--- config.mk ---
export PLATFORM = sky130hd
export DESIGN_NAME = audio_dac_tx
export DESIGN_NICKNAME = d
export VERILOG_FILES = /design/src/rtl/audio_pkg.sv /design/src/rtl/audio_tx_fifo.sv /design/src/rtl/audio_dac_tx.sv
export SDC_FILE = /design/constraint.sdc
export NUM_CORES = 1
export LEC_CHECK = 0
export ABC_CLOCK_PERIOD_IN_PS = 3100
export BUFFER_PORTS_ARGS = -buffer_cell sky130_fd_sc_hd__buf_2
export CORE_ASPECT_RATIO = 2
export CORE_MARGIN = 1
export CORE_UTILIZATION = 40
export DETAILED_ROUTE_END_ITERATION = 8
export GPL_TIMING_DRIVEN = 0
export HOLD_SLACK_MARGIN = 0.02
export PLACE_DENSITY = 0.62
export SYNTH_ARGS = -nofsm -noshare
export SYNTH_HDL_FRONTEND = slang
export SYNTH_SLANG_ARGS = --single-unit
--- constraint.sdc ---
create_clock -name clk_clk -period 3.1 [get_ports clk_clk]
set_clock_uncertainty 0.15 [all_clocks]
set_input_delay 0.465 -clock clk_clk [delete_from_list [all_inputs] [get_ports clk_clk]]
set_output_delay 0.465 -clock clk_clk [all_outputs]
set_load 0.01 [all_outputs]
--- src/rtl/audio_pkg.sv ---
// audio_pkg
// Shared constants and types for the audio codec paths (DAC transmit and
// ADC capture). Frame geometry is I2S stereo: 64 bit clocks per frame,
// 32 per slot, 16 data bits per sample.
package audio_pkg;

    localparam int SAMPLE_BITS = 16;
    localparam int SLOT_BITS   = 32;
    localparam int FRAME_BITS  = 64;

    localparam int SLOT_W      = $clog2(SLOT_BITS);
    localparam int BIT_CNT_W   = $clog2(FRAME_BITS);

    typedef struct packed {
        logic [SAMPLE_BITS-1:0] left;
        logic [SAMPLE_BITS-1:0] right;
    } stereo_sample_t;

    // True for the frame positions that carry sample data. I2S delays the
    // MSB by one bit clock, so data occupies positions 1..16 of each slot.
    function automatic logic is_data_bit(input logic [BIT_CNT_W-1:0] bit_pos);
        logic [SLOT_W-1:0] slot_pos;
        slot_pos = bit_pos[SLOT_W-1:0];
        return (slot_pos != '0) && (slot_pos <= SLOT_W'(SAMPLE_BITS));
    endfunction

endpackage

--- src/rtl/audio_tx_fifo.sv ---
// audio_tx_fifo
// Synchronous FIFO with first-word-fall-through read data.
// Ports:
//   clk, reset      : clock, synchronous active-high reset
//   push, wr_data   : write request and data (ignored when full)
//   pop             : advance read pointer (ignored when empty)
//   rd_data         : current head word
//   level           : number of words held
//   full, empty     : occupancy flags derived from level
module audio_tx_fifo #(
    parameter int WIDTH = 32,
    parameter int DEPTH = 4
) (
    input  logic                     clk,
    input  logic                     reset,
    input  logic                     push,
    input  logic [WIDTH-1:0]         wr_data,
    input  logic                     pop,
    output logic [WIDTH-1:0]         rd_data,
    output logic [$clog2(DEPTH):0]   level,
    output logic                     full,
    output logic                     empty
);

    localparam int AW = $clog2(DEPTH);
    localparam int LW = AW + 1;

    logic [WIDTH-1:0] mem [DEPTH];
    logic [AW-1:0]    wr_ptr;
    logic [AW-1:0]    rd_ptr;
    logic             do_push;
    logic             do_pop;

    assign full    = (level == LW'(DEPTH));
    assign empty   = (level == '0);
    assign do_push = push & ~full;
    assign do_pop  = pop & ~empty;
    assign rd_data = mem[rd_ptr];

    always_ff @(posedge clk) begin
        if (do_push) begin
            mem[wr_ptr] <= wr_data;
        end
    end

    always_ff @(posedge clk) begin
        if (reset) begin
            wr_ptr <= '0;
            rd_ptr <= '0;
            level  <= '0;
        end else begin
            if (do_push) begin
                wr_ptr <= wr_ptr + AW'(1);
            end
            if (do_pop) begin
                rd_ptr <= rd_ptr + AW'(1);
            end
            case ({do_push, do_pop})
                2'b10:   level <= level + LW'(1);
                2'b01:   level <= level - LW'(1);
                default: level <= level;
            endcase
        end
    end

endmodule

--- src/rtl/audio_dac_tx.sv ---
// audio_dac_tx
// I2S serializer for the codec DAC path. Buffers 32-bit stereo words
// (left = [31:16], right = [15:0]) and shifts them out MSB first, with the
// codec as clock slave.
// Ports:
//   clk_clk, reset_reset          : system clock, synchronous active-high reset
//   enable                        : run the serializer; low idles the serial pins
//   sample_data/valid/ready       : word input handshake
//   aud_bclk_export               : bit clock, period 2*CLK_DIV system clocks
//   aud_daclrck_export            : LR clock, 0 = left slot, 1 = right slot
//   aud_dacdat_export             : serial data, changes on BCLK fall
//   fifo_level                    : words buffered
//   underrun, underrun_clr        : sticky empty-at-frame-start flag and its clear
module audio_dac_tx
    import audio_pkg::*;
#(
    parameter int CLK_DIV    = 16,
    parameter int FIFO_DEPTH = 4
) (
    input  logic                          clk_clk,
    input  logic                          reset_reset,
    input  logic                          enable,
    input  logic [31:0]                   sample_data,
    input  logic                          sample_valid,
    output logic                          sample_ready,
    output logic                          aud_bclk_export,
    output logic                          aud_daclrck_export,
    output logic                          aud_dacdat_export,
    output logic [$clog2(FIFO_DEPTH):0]   fifo_level,
    output logic                          underrun,
    input  logic                          underrun_clr
);

    localparam int DIV_W = $clog2(CLK_DIV);
    localparam logic [DIV_W-1:0] DIV_LAST = DIV_W'(CLK_DIV - 1);

    logic                  en_q;
    logic [DIV_W-1:0]      div_cnt;
    logic [BIT_CNT_W-1:0]  bit_cnt;
    logic [BIT_CNT_W-1:0]  bit_next;
    logic [SLOT_BITS-1:0]  shift_reg;
    stereo_sample_t        head;
    logic                  fifo_full;
    logic                  fifo_empty;
    logic                  push;
    logic                  pop;
    logic                  enable_rise;
    logic                  div_wrap;
    logic                  fall_tick;
    logic                  frame_start;

    assign sample_ready = ~fifo_full;
    assign push         = sample_valid & sample_ready;

    // The enable-rise cycle restarts the divider rather than counting, so
    // BCLK rises exactly CLK_DIV cycles after the first pop.
    assign enable_rise  = enable & ~en_q;
    assign div_wrap     = enable & en_q & (div_cnt == DIV_LAST);
    assign fall_tick    = div_wrap & aud_bclk_export;
    assign bit_next     = bit_cnt + BIT_CNT_W'(1);
    assign frame_start  = enable_rise |
                          (fall_tick & (bit_cnt == BIT_CNT_W'(FRAME_BITS - 1)));
    assign pop          = frame_start & ~fifo_empty;

    audio_tx_fifo #(
        .WIDTH (SLOT_BITS),
        .DEPTH (FIFO_DEPTH)
    ) u_fifo (
        .clk     (clk_clk),
        .reset   (reset_reset),
        .push    (push),
        .wr_data (sample_data),
        .pop     (pop),
        .rd_data (head),
        .level   (fifo_level),
        .full    (fifo_full),
        .empty   (fifo_empty)
    );

    always_ff @(posedge clk_clk) begin
        if (reset_reset) begin
            en_q               <= 1'b0;
            div_cnt            <= '0;
            bit_cnt            <= '0;
            aud_bclk_export    <= 1'b0;
            aud_daclrck_export <= 1'b0;
            aud_dacdat_export  <= 1'b0;
            shift_reg          <= '0;
            underrun           <= 1'b0;
        end else begin
            en_q <= enable;

            if (!enable || enable_rise) begin
                div_cnt            <= '0;
                bit_cnt            <= '0;
                aud_bclk_export    <= 1'b0;
                aud_daclrck_export <= 1'b0;
                aud_dacdat_export  <= 1'b0;
            end else begin
                div_cnt <= div_wrap ? '0 : div_cnt + DIV_W'(1);
                if (div_wrap) begin
                    aud_bclk_export <= ~aud_bclk_export;
                end
                if (fall_tick) begin
                    bit_cnt            <= bit_next;
                    aud_daclrck_export <= (bit_next >= BIT_CNT_W'(SLOT_BITS));
                    aud_dacdat_export  <= is_data_bit(bit_next) ? shift_reg[SLOT_BITS-1] : 1'b0;
                end
            end

            // Left bits leave from the top; after 16 shifts the right
            // sample sits at the top, ready for the right slot.
            if (frame_start) begin
                shift_reg <= pop ? head : '0;
            end else if (fall_tick && is_data_bit(bit_next)) begin
                shift_reg <= {shift_reg[SLOT_BITS-2:0], 1'b0};
            end

            if (underrun_clr) begin
                underrun <= 1'b0;
            end else if (frame_start && fifo_empty) begin
                underrun <= 1'b1;
            end
        end
    end

endmodule
; ---- Word level (Yosys, flattened, before mapping)
; Memory sizes are Yosys's and may differ from the RTL's. A register that Yosys moved wholly into a read port is not among the register bits.
; Index checks and enable logic that the tools add are counted.
[op_classes]
n_addsub = 6
n_lt_le_gt_ge = 2
eq_ne = 5
mux = 9
n_bitwise = 14
reduce_logical = 12
[ops]
columns = cell, n
row1 = $mux 32, 3
row2 = $and 1x1->1, 9
row3 = $add 6x1->6 const B, 1
row4 = $eq 6x6->1 const B, 1
row5 = $ge 6x6->1 const B, 1
row6 = $pmux 3 s2, 1
row7 = $le 5x5->1 const B, 1
row8 = $reduce_bool 5->1, 1
row9 = $add 2x1->2 const B, 2
row10 = $add 4x1->4 const B, 1
row11 = $eq 4x4->1 const B, 1
row12 = $mux 2, 2
row13 = $not 1->1, 4
row14 = $reduce_bool 2->1, 2
row15 = $reduce_or 2->1, 2
row16 = $add 3x1->3 const B, 1
row17 = $eq 3x3->1 const B, 1
row18 = $logic_and 1x1->1, 3
row19 = $logic_not 3->1, 1
row20 = $mux 1, 3
row21 = $reduce_or 3->1, 1
row22 = $sub 3x1->3 const B, 1
row23 = $eq 2x1->1 const B, 1
row24 = $eq 2x2->1 const B, 1
row25 = other kinds (3), 3
[word_totals]
register_bits = 54
ram_bits = 128
input_bits = 37
output_inout_bits = 8
elab_cells = 60
mem_count = 1
[memory_table]
columns = name, depth, width, read_ports, rd_clocked_by_memory_dff, wr, line_no
row1 = u_fifo.mem, 4, 32, 1, 1, 1, audio_tx_fifo.sv:28  ; logic [WIDTH-1:0] mem [DEPTH];

; ---- Logic depth before layout (Yosys ltp)
; Gate-level depths: netlist (run 1).
[logic_depth]
ltp_word = 9
mapped_depth = 11
depth_no_buf = 10

; ---- Modules after synthesis
; A second synthesis (run 1) with hierarchy kept.
[unflattened]
hier_cells = 406
hier_area_um2 = 7188.1
[by_module_without_submodules]
columns = module, n_inst, cells_per_inst, area_per_inst_um2, seq_area_each_um2
row1 = audio_tx_fifo, 1, 221, 5146.2, 4023.9
row2 = audio_dac_tx, 1, 185, 2042.0, 920.9

; ---- Worst setup path before layout (run 1)
; Ideal clock, no wire load.
[synth_timing]
path_kind = register to register
start = register bit_cnt[0]
end = register u_fifo.level[2]
setup_time_ns = 0.071
t_arrival_ns = 2.726
required_time_ns = 2.879
slack_ns = 0.153
stages_incl_launch_ff = 12
path_buffers = 1
period_less_slack_ns = 2.947
cell_sequence = dfxtp_1 > ha_1 > nand3_1 > o41ai_4 > buf_4 > and2_1 > ha_1 > inv_1 > fa_1 > xor2_1 > or3_1 > a21oi_1
[synth_between]
elab_chain_len = 7
word_cells_on_any_way = 9
classes_between = eq/ne (3) / mux (1) / bitwise (4) / reduce/logical (1)
[synth_lines]
columns = item, line_no
row1 = from (decl), audio_dac_tx.sv:39  ; logic [BIT_CNT_W-1:0] bit_cnt;
row2 = from (signal assigned), audio_dac_tx.sv:105  ; bit_cnt <= bit_next;
row3 = $eq 6x6->1 *, audio_dac_tx.sv:62  ; (fall_tick & (bit_cnt == BIT_CNT_W'(FRAME_BITS - 1)));
row4 = $and 1x1->1 *, audio_dac_tx.sv:62
row5 = $or 1x1->1 *, audio_dac_tx.sv:61  ; assign frame_start = enable_rise |
row6 = $and 1x1->1 *, audio_dac_tx.sv:63  ; assign pop = frame_start & ~fifo_empty;
row7 = $and 1x1->1 *, audio_tx_fifo.sv:37  ; assign do_pop = pop & ~empty;
row8 = $eq 2x1->1 / $eq 2x2->1 (equally long branches), audio_tx_fifo.sv:58  ; case ({do_push, do_pop})
row9 = $pmux 3 s2 / $reduce_bool 2->1 (equally long branches), --
row10 = to (signal assigned), audio_tx_fifo.sv:59  ; 2'b10: level <= level + LW'(1);
row11 = to (signal assigned), audio_tx_fifo.sv:60  ; 2'b01: level <= level - LW'(1);
row12 = to (signal assigned), audio_tx_fifo.sv:61  ; default: level <= level;
row13 = to (decl), audio_tx_fifo.sv:20  ; output logic [$clog2(DEPTH):0] level,
; Every way passes the cells marked *; elsewhere a longest branch is shown, timed or not.
; A chain may end at the register's enable or synchronous reset.

; ---- Worst setup path after layout (run 1)
; Ends and elaborated chain as after synthesis.

==> impl_metrics.toml, run 1 <==
[outcome]
status = "complete, but fails checks"
violations = "design-rule violations"

[synth]
synth_area_per_cell_um2 = 14.5
ys_ff_latch = 183
synthCells = 507
synth_nets = 552
async_flop_share_pct = 0
synth_top_area_share_pct = 52.4
synth_edf_count = 128
synth_cell_types = 40
synth_largest_area_cell = "edfxtp_1"
synthTopCellsByArea = "edfxtp_1 (52%), dfxtp_1 (15%), mux4_2 (9.8%)"
ys_warn_count = 0
synth_area_um2 = 7340
synth_ff_type = "edfxtp_1"
ys_seq_area_share_pct = 67.4

[run]
maxCapViolations = 0

[hold_path]
hold_path_class = "primary input to flip-flop"
min-delay-start = "underrun_clr"

[critical_path]
setup.worst_path.end_class = "flip-flop"
cp_num_buf_inv = 2
crit_family = "adder cells"
path_class = "flip-flop to flip-flop"
cp.arrival_ns = 3.12
critPathMaxStageDelay_ns = 0.39
r2r_start = "bit_cnt[0]"
path_max_fanout = 6
crit_start = "bit_cnt[0]"
worstPathRequired_ns = 3.31
worstPathCellList = "ha_4, nand3_1, o41ai_4, buf_6, and2_1, ha_1, inv_1, fa_1, xor2_1, or3_1, a21oi_1"
crit_slowest_cell = "dfxtp_4"
startpoint_type = "flip-flop"

[die]
rows = 69
core_um2 = 17900
fp.dieW_um = 97.8
die_h_um = 194
io_pins = 45
dieArea_um2 = 18900
start_util_pct = 41.1

[placement]
hpwl_um = 10800
dp.cells = 767
gp_congestion = 0.832
place_ws_ns = -0.312
port-buffer-count = 43
placed_area_um2 = 7940

[timing]
fmax_mhz = 343
setup_viol = 0
rsz0062_at_grt = "no"
max-slew-margin-rel_pct = 55.7
finalWorstPathRequiredPeriod_ns = 2.91
tns_ns = 0
final.setup.worst_slack_ns = 0.186
layout_worst_path_cycle_share_pct = 94.0
drv_slew = 0
tightest_slew_ns = 0.665
hold_viol_final = 0

[power_and_ir_drop]
combPwrFrac_pct = 18.9
worst_ir_drop_vdd_mv = 0.449
clock_power_share_pct = 35.4
finalPower_uw = 6500
p_leak_uw = 0.00298
internal-power_uw = 4830
power.density_nw_per_um2 = 754
seqPwrFrac_pct = 45.7
p_sw_uw = 1670
sw_frac_of_total_pct = 25.7

[cts]
worstSkewPairLatency_ns = 0.43
htreeDepth = 4
clkSinkCount = 183
tritoncts = "yes"
clk_pin_slew_worst_paths_ns = 0.07
clockBufferDepth = 2
clockRootBuffer = "clkbuf_16"
cts_buffers = 17

[routing]
vias_per_cell = 5.53
wl_per_cell_um = 18.8
antenna_left = 0
drt_pass1_iterations = 7
drc = 4
drt_iter0_drc = 316
num_vias = 4438
wirelength_um = 15100

[layout]
diodes = 0
fillers = 1523
fin_nets = 621
largest_reg_flops = 128
fin_area_um2 = 8620
drive_above_1_share_pct = 23.3
area_growth_syn_to_layout_pct = 17.5
stdcell_count = 802

[global_routing]
grt_first_pass_wirelength_um = 24300
track_usage_pct = 17.0
grt_pass1_vias = 4714
grt_max_degree = 20
globalRouteOverflowTotal = 0
grt_antenna_before_repair = 0
==> logic make-up (layout without fill, tap and decap cells) <==
kind of cell	after synthesis	count (layout)	share of synthesized area, %
xor gates and xnor gates	11	11	1.31
buffers and inverters	43	125	2.46
and+or+nand+nor	118	118	7.06
DFF	183	183	67.4
AOI/OAI and AO/OA	111	111	10.4
adders and majority gates	8	8	1.47
muxes	33	33	9.96
==> power groups by stage <==
stage / registers, uW / logic [uW] / clock network [uW]
after floorplan: 3000 / 866 / 0
after global placement: 3010 / 1180 / 0
after detailed placement: 3020 / 1240 / 0
after CTS: 2970 / 1250 / 2350
after global routing: 2990 / 1360 / 2430
final: 2970 / 1230 / 2300
==> layout by cell type, fill, tap and decap left out, types with 3 or more instances in the layout <==
cell type,synthesis,layout
dfxtp_1,55,53
nand3_1,8,8
a21oi_1,37,37
and3_2,0,4
and3_1,7,3
clkbuf_1,22,24
nand2_1,39,39
buf_16,0,4
buf_4,1,3
o311a_1,31,31
nor2b_1,3,3
edfxtp_1,128,128
nor2_1,45,45
o21ai_0,33,33
clkbuf_8,0,3
bufinv_16,0,4
xnor2_1,6,6
mux4_2,32,32
xor2_1,5,5
ha_1,7,5
and2_1,3,3
nor3_1,5,5
clkbuf_16,0,17
buf_2,12,55
inv_1,7,7
==> synthesized netlist by cell type, types with 2 or more instances <==
cell	instances
edfxtp_1	128
dfxtp_1	55
nor2_1	45
nand2_1	39
a21oi_1	37
o21ai_0	33
mux4_2	32
o311a_1	31
clkbuf_1	22
buf_2	12
nand3_1	8
and3_1	7
ha_1	7
inv_1	7
xnor2_1	6
nor3_1	5
xor2_1	5
and2_1	3
nor2b_1	3
or3_1	2
==> repair_timing <==
item	4_1_cts	5_1_grt
hold buffers	0	0
setup endpoints to repair	2	1
setup buffers	1	2
resized for setup	0	7
pin swaps	1	1
hold endpoints to repair	0	0
==> layer usage <==
| metal | wire length [um] | track usage [%] | part of all wire (%) |
|---|---|---|---|
| met5 | 0 | 0 | 0 |
| met4 | 527 | 9.26 | 3.5 |
| met3 | 432 | 3.29 | 2.9 |
| met2 | 8600 | 32.2 | 57 |
| met1 | 5550 | 17.2 | 37 |
==> stage by stage <==
stage               utilization (%)  hold slack [ns]
floorplan                         -            0.298
global placement               43.8            0.316
detailed placement             44.4            0.323
CTS                            48.0           0.0252
global route                   48.2           0.0386
finish                         48.2           0.0391
==> layout make-up <==
type | count | area [um^2] | area share (%)
Timing Repair Buffer | 50 | 348 | 4.03
Clock buffer | 22 | 474 | 5.50
Buffer | 36 | 158 | 1.83
Inverter | 7 | 26.3 | 0.305
Tap cell | 213 | 267 | 3.09
Multi-Input combinational cell | 281 | 2230 | 25.9
Sequential cell | 183 | 4950 | 57.4
Clock inverter | 10 | 166 | 1.93
==> worst reg2reg max path, stage by stage (launching register included) <==
cell     delay [ns]
dfxtp_4        0.39
ha_4           0.18
nand3_1        0.13
o41ai_4        0.39
buf_6          0.16
and2_1         0.16
ha_1           0.21
inv_1          0.07
fa_1           0.38
xor2_1         0.17
or3_1          0.31
a21oi_1        0.15
==> path summary, 6_finish.rpt <==
path | end | slack [ns] | depth (start not counted)
max | u_fifo.level[2] | 0.19 | 11
min | underrun | 0.04 | 2
max reg2reg | u_fifo.level[2] | 0.19 | 11
min reg2reg | aud_dacdat_export | 0.33 | 2
Power figures use the tool's default switching activity.
==> run 2: changes to the inputs <==
--- a/config.mk
+++ b/config.mk
@@ -13,7 +13,9 @@
 export DETAILED_ROUTE_END_ITERATION = 8
 export GPL_TIMING_DRIVEN = 0
 export HOLD_SLACK_MARGIN = 0.02
-export PLACE_DENSITY = 0.62
+export PLACE_DENSITY = 0.63
+export REMOVE_ABC_BUFFERS = 1
 export SYNTH_ARGS = -nofsm -noshare
 export SYNTH_HDL_FRONTEND = slang
+export SYNTH_HIERARCHICAL = 1
 export SYNTH_SLANG_ARGS = --single-unit
==> impl_metrics.toml, run 2 <==
[synth]
synth_area_per_cell_um2 = 17.7
async_flop_share_pct = 0
ys_seq_area_share_pct = 68.8
synth_largest_area_cell = "edfxtp_1"
synth_ff_type = "edfxtp_1"
ys_ff_latch = 183
synthCells = 406
synth_cell_types = 47
synthTopCellsByArea = "edfxtp_1 (53%), dfxtp_1 (15%), mux4_2 (9.4%)"
synth_top_area_share_pct = 53.5
synth_edf_count = 128
synth_common_cells = "edfxtp_1 (128), dfxtp_1 (55), mux2i_1 (32)"
synth_area_um2 = 7190
yosysMostFrequentCell = "edfxtp_1"
ys_warn_count = 6

[power_and_ir_drop]
finalPower_uw = 5470
sw_frac_of_total_pct = 22.3
clock_power_share_pct = 36.7
power.density_nw_per_um2 = 663
p_leak_uw = 0.00290
seqPwrFrac_pct = 53.0
worst_ir_drop_vdd_mv = 0.369
p_sw_uw = 1220
combPwrFrac_pct = 10.3
internal-power_uw = 4250

[layout]
layout_commonest_cell = "edfxtp_1"
final_cell_mix = "edfxtp_1 (128), dfxtp_1 (51), buf_2 (44)"
fin_nets = 504
largest_reg_flops = 128
fillers = 1516
drive_above_1_share_pct = 28.2
register_area_um2 = 4950
multi_input_area_um2 = 2060
area_growth_syn_to_layout_pct = 14.8
stdcell_count = 685

[die]
die_h_um = 192
dieArea_um2 = 18500
io_pins = 45
fp.dieW_um = 96.8
start_util_pct = 40.6
rows = 69
core_um2 = 17700

[cts]
clockBufferDepth = 2
hold_buffers = 0
clkSinkCount = 183
tritoncts = "yes"
worstSkewPairLatency_ns = 0.42
clk_pin_slew_worst_paths_ns = 0.06
clockRootBuffer = "clkbuf_16"
htreeDepth = 4
cts_buffers = 17

[global_routing]
grt_pass1_vias = 3959
grt_antenna_before_repair = 0
grt_first_pass_wirelength_um = 20300
track_usage_pct = 14.7
globalRouteOverflowTotal = 0
grt_max_degree = 34

[routing]
vias_per_cell = 5.24
drt_pass1_iterations = 4
drt_iter0_drc = 130
wl_per_cell_um = 18.3
num_vias = 3591
drc = 0
wirelength_um = 12600
antenna_left = 0

[timing]
final.setup.worst_slack_ns = 0.139
tightest_slew_ns = 1.32
finalWorstPathRequiredPeriod_ns = 2.96
setup_viol = 0
hold_viol_final = 0
max-slew-margin-rel_pct = 11.9
fmax_mhz = 338
layout_worst_path_cycle_share_pct = 95.5
hold_ws_ns = 0.105
drv_slew = 0
tns_ns = 0
rsz0062_at_grt = "no"

[placement]
place_ws_ns = -0.0613
gp_congestion = 0.748
dp.cells = 651
hpwl_um = 8190
port-buffer-count = 44

[run]
maxCapViolations = 0

[critical_path]
reg2reg_depth = 12
critPathMaxStageDelay_ns = 0.39
worstPathCellList = "ha_2, and3_2, a41oi_4, nor2_2, o31ai_2, inv_1, ha_1, inv_1, fa_1, xor2_1, or3_1, a21oi_1"
path_class = "flip-flop to flip-flop"
path_max_fanout = 6
cp_num_buf_inv = 2
rr_endpoint = "u_fifo/level[2]"
crit_family = "adder cells"
worstPathRequired_ns = 3.29
crit_slowest_cell = "dfxtp_2"
r2r_start = "bit_cnt[0]"
cp.arrival_ns = 3.15
r2r_slack_ns = 0.14
cpMostUsedCell = "inv_1"
setup.worst_path.end_class = "flip-flop"
startpoint_type = "flip-flop"

[hold_path]
min_delay_path_depth = 1
hold_path_class = "primary input to flip-flop"
min-delay-start = "sample_data[22]"
worstHoldEndpoint = "u_fifo/mem[1][22]"

[outcome]
status = "finished clean"
## run 2: how the worst max path moves through the flow
stage                           from               to  slack [ns]  cells after the start
after floorplan           div_cnt[0]  u_fifo/level[2]        0.36                     13
after global placement     flip-flop     shift_reg[0]       -0.18                      3
after detailed placement  div_cnt[0]  u_fifo/level[2]       -0.06                     13
after CTS                 div_cnt[0]  u_fifo/level[2]        0.03                     13
after global routing      div_cnt[0]  u_fifo/level[2]        0.01                     13
final                     bit_cnt[0]  u_fifo/level[2]        0.14                     12
## run 2: power groups by stage
stage,Combinational (uW),Clock [uW],Sequential [uW]
after detailed placement,576,0,2960
after floorplan,346,0,2950
final,564,2010,2900
after global routing,623,2150,2920
after CTS,581,2070,2900
after global placement,482,0,2980
## run 2: final cells by class
cell class | count | share of cell area (%)
repair buffers | 52 | 4.73
clock buffers | 19 | 5.25
diodes | 1 | 0.0303
well taps | 213 | 3.23
inverters | 11 | 0.500
multi-input cells | 194 | 24.9
clock inverters | 12 | 1.35
flip-flops and latches | 183 | 60.0
## run 2: metrics by stage
step	util, %	cell area, um^2
global route	46.6	8250
CTS	46.4	8210
finish	46.6	8250
detailed placement	43.3	7660
floorplan	-	7020
global placement	42.4	7500
## run 2: timing repair
item	4_1_cts	5_1_grt
setup buffers	0	1
endpoints found under the hold margin	0	0
endpoints found under the setup margin	1	1
resized for setup	3	3
pin swaps	0	1
## run 2: metal layers
metal,vias up,global-route usage (%),wire length (um)
met5,-,0,0
met4,0,7.12,253
met3,14,3.24,306
met2,49,28.7,7340
met1,1832,14.3,4670
li1,1696,-,-
## run 2: cells by family after synthesis
| family | Yosys count | synth area share (%) |
|---|---|---|
| xor gates and xnor gates | 9 | 1.10 |
| and+or+nand+nor | 62 | 4.93 |
| muxes | 64 | 14.6 |
| buffers and inverters | 29 | 2.98 |
| AOI/OAI and AO/OA | 51 | 6.13 |
| adders and majority gates | 8 | 1.50 |
| DFF | 183 | 68.8 |
==> run 3: changes to the inputs <==
--- a/config.mk
+++ b/config.mk
@@ -14,6 +14,7 @@
 export GPL_TIMING_DRIVEN = 0
 export HOLD_SLACK_MARGIN = 0.02
 export PLACE_DENSITY = 0.63
+export RECOVER_POWER = 25
 export REMOVE_ABC_BUFFERS = 1
 export SYNTH_ARGS = -nofsm -noshare
 export SYNTH_HDL_FRONTEND = slang
==> impl_metrics.toml, run 3 (same netlist as run 2, synthesis figures left out) <==
[placement]
place_ws_ns = -0.0613
gp_congestion = 0.748
hpwl_um = 8190
placed_area_um2 = 7660
port-buffer-count = 44

[global_routing]
track_usage_pct = 14.7
grt_max_degree = 34
grt_antenna_before_repair = 0
grt_first_pass_wirelength_um = 20300
grt_pass1_vias = 3959
globalRouteOverflowTotal = 0

[power_and_ir_drop]
p_leak_uw = 0.00284
power.density_nw_per_um2 = 665
worst_ir_drop_vdd_mv = 0.370

[cts]
tritoncts = "yes"
worstSkewPairLatency_ns = 0.42
clockBufferDepth = 2
clockRootBuffer = "clkbuf_16"
htreeDepth = 4
clkSinkCount = 183
cts_buffers = 17
clk_pin_slew_worst_paths_ns = 0.06

[routing]
drt_iter0_drc = 130
wirelength_um = 12600
drc = 0
antenna_left = 0
vias_per_cell = 5.26
wl_per_cell_um = 18.4
drt_pass1_iterations = 4
num_vias = 3596

[critical_path]
setup.worst_path.end_class = "flip-flop"
rr_endpoint = "u_fifo/level[2]"
startpoint_type = "flip-flop"
crit_end = "u_fifo/level[2]"
r2r_start = "bit_cnt[0]"
path_class = "flip-flop to flip-flop"
cp.arrival_ns = 3.15
crit_start = "bit_cnt[0]"
worstPathRequired_ns = 3.29
r2r_slack_ns = 0.14
reg2reg_depth = 12
path_max_fanout = 6

[die]
rows = 69
io_pins = 45
die_h_um = 192
start_util_pct = 40.6
core_um2 = 17700
dieArea_um2 = 18500
fp.dieW_um = 96.8

[layout]
area_growth_syn_to_layout_pct = 14.4
diodes = 0
fillers = 1527
final_cell_mix = "edfxtp_1 (128), dfxtp_1 (51), mux2i_1 (32)"
fin_nets = 504
largest_reg_flops = 128
layout_commonest_cell = "edfxtp_1"
drive_above_1_share_pct = 23.8
fin_area_um2 = 8220

[timing]
rsz0062_at_grt = "no"
hold_viol_final = 0
final.setup.worst_slack_ns = 0.139
fmax_mhz = 338
finalWorstPathRequiredPeriod_ns = 2.96
tightest_slew_ns = 1.32
layout_worst_path_cycle_share_pct = 95.5
drv_slew = 0
setup_viol = 0
max-slew-margin-rel_pct = 12.1

[run]
maxCapViolations = 0

[outcome]
status = "finished clean"

[hold_path]
hold_path_class = "primary input to flip-flop"
## run 3: how the worst min path moves through the flow
| stage | from | to | slack (ns) | cells after the start |
|---|---|---|---|---|
| final | sample_data[3] | u_fifo/mem[2][3] | 0.11 | 1 |
| after CTS | sample_data[22] | u_fifo/mem[3][22] | 0.08 | 1 |
| after detailed placement | underrun | underrun | 0.31 | 1 |
| after global placement | shift_reg[0] | shift_reg[0] | 0.31 | 2 |
| after global routing | sample_data[3] | u_fifo/mem[0][3] | 0.11 | 1 |
| after floorplan | shift_reg[0] | shift_reg[0] | 0.29 | 2 |
## run 3: critical path, cell delays in order, from the launching register on
cell and delay (ns):
dfxtp_2 0.39, ha_2 0.25, and3_2 0.25, a41oi_4 0.19, nor2_2 0.17, o31ai_2 0.10
inv_1 0.07, ha_1 0.18, inv_1 0.06, fa_1 0.37, xor2_1 0.17, or3_1 0.33
a21oi_1 0.20
## run 3: repair_timing
item | 4_1_cts | 5_1_grt
endpoints found under the setup margin | 1 | 1
gates resized for setup | 3 | 3
setup buffers | 0 | 1
hold buffers | 0 | 0
pin swaps | 0 | 1
## run 3: through the flow
step | total power (uW) | utilization (%) | hold WS, ns | instances | TNS [ns]
final | 5460 | 46.5 | 0.106 | 684 | 0
after global routing | 5690 | 46.5 | 0.108 | 684 | 0
after CTS | 5550 | 46.4 | 0.0792 | 682 | 0
after detailed placement | 3530 | 43.3 | 0.306 | 651 | -0.0613
after global placement | 3460 | 42.4 | 0.310 | 645 | -5.56
after floorplan | 3300 | - | 0.287 | 388 | 0
## run 3: final cells by class
class	instances	area [um^2]	share of cell area [%]
Sequential cell	183	4950	60.2
Multi-Input combinational cell	194	2060	25.0
Clock buffer	19	433	5.26
Timing Repair Buffer	52	364	4.43
Tap cell	213	267	3.24
Clock inverter	12	111	1.35
Inverter	11	41.3	0.502
## run 3: per-layer routing
layer,track usage (%),vias to the layer above,wire (um)
met5,0,-,0
met4,7.12,0,254
met3,3.24,16,311
met2,28.7,49,7320
met1,14.3,1836,4670
li1,-,1695,-
## run 3: power by group
part           leakage, uW  switching, uW  total (uW)  internal (uW)
registers          0.00162           89.4        2900           2810
logic             0.000953            287         560            273
clock network     0.000265            840        2000           1160
total              0.00284           1220        5460           4250
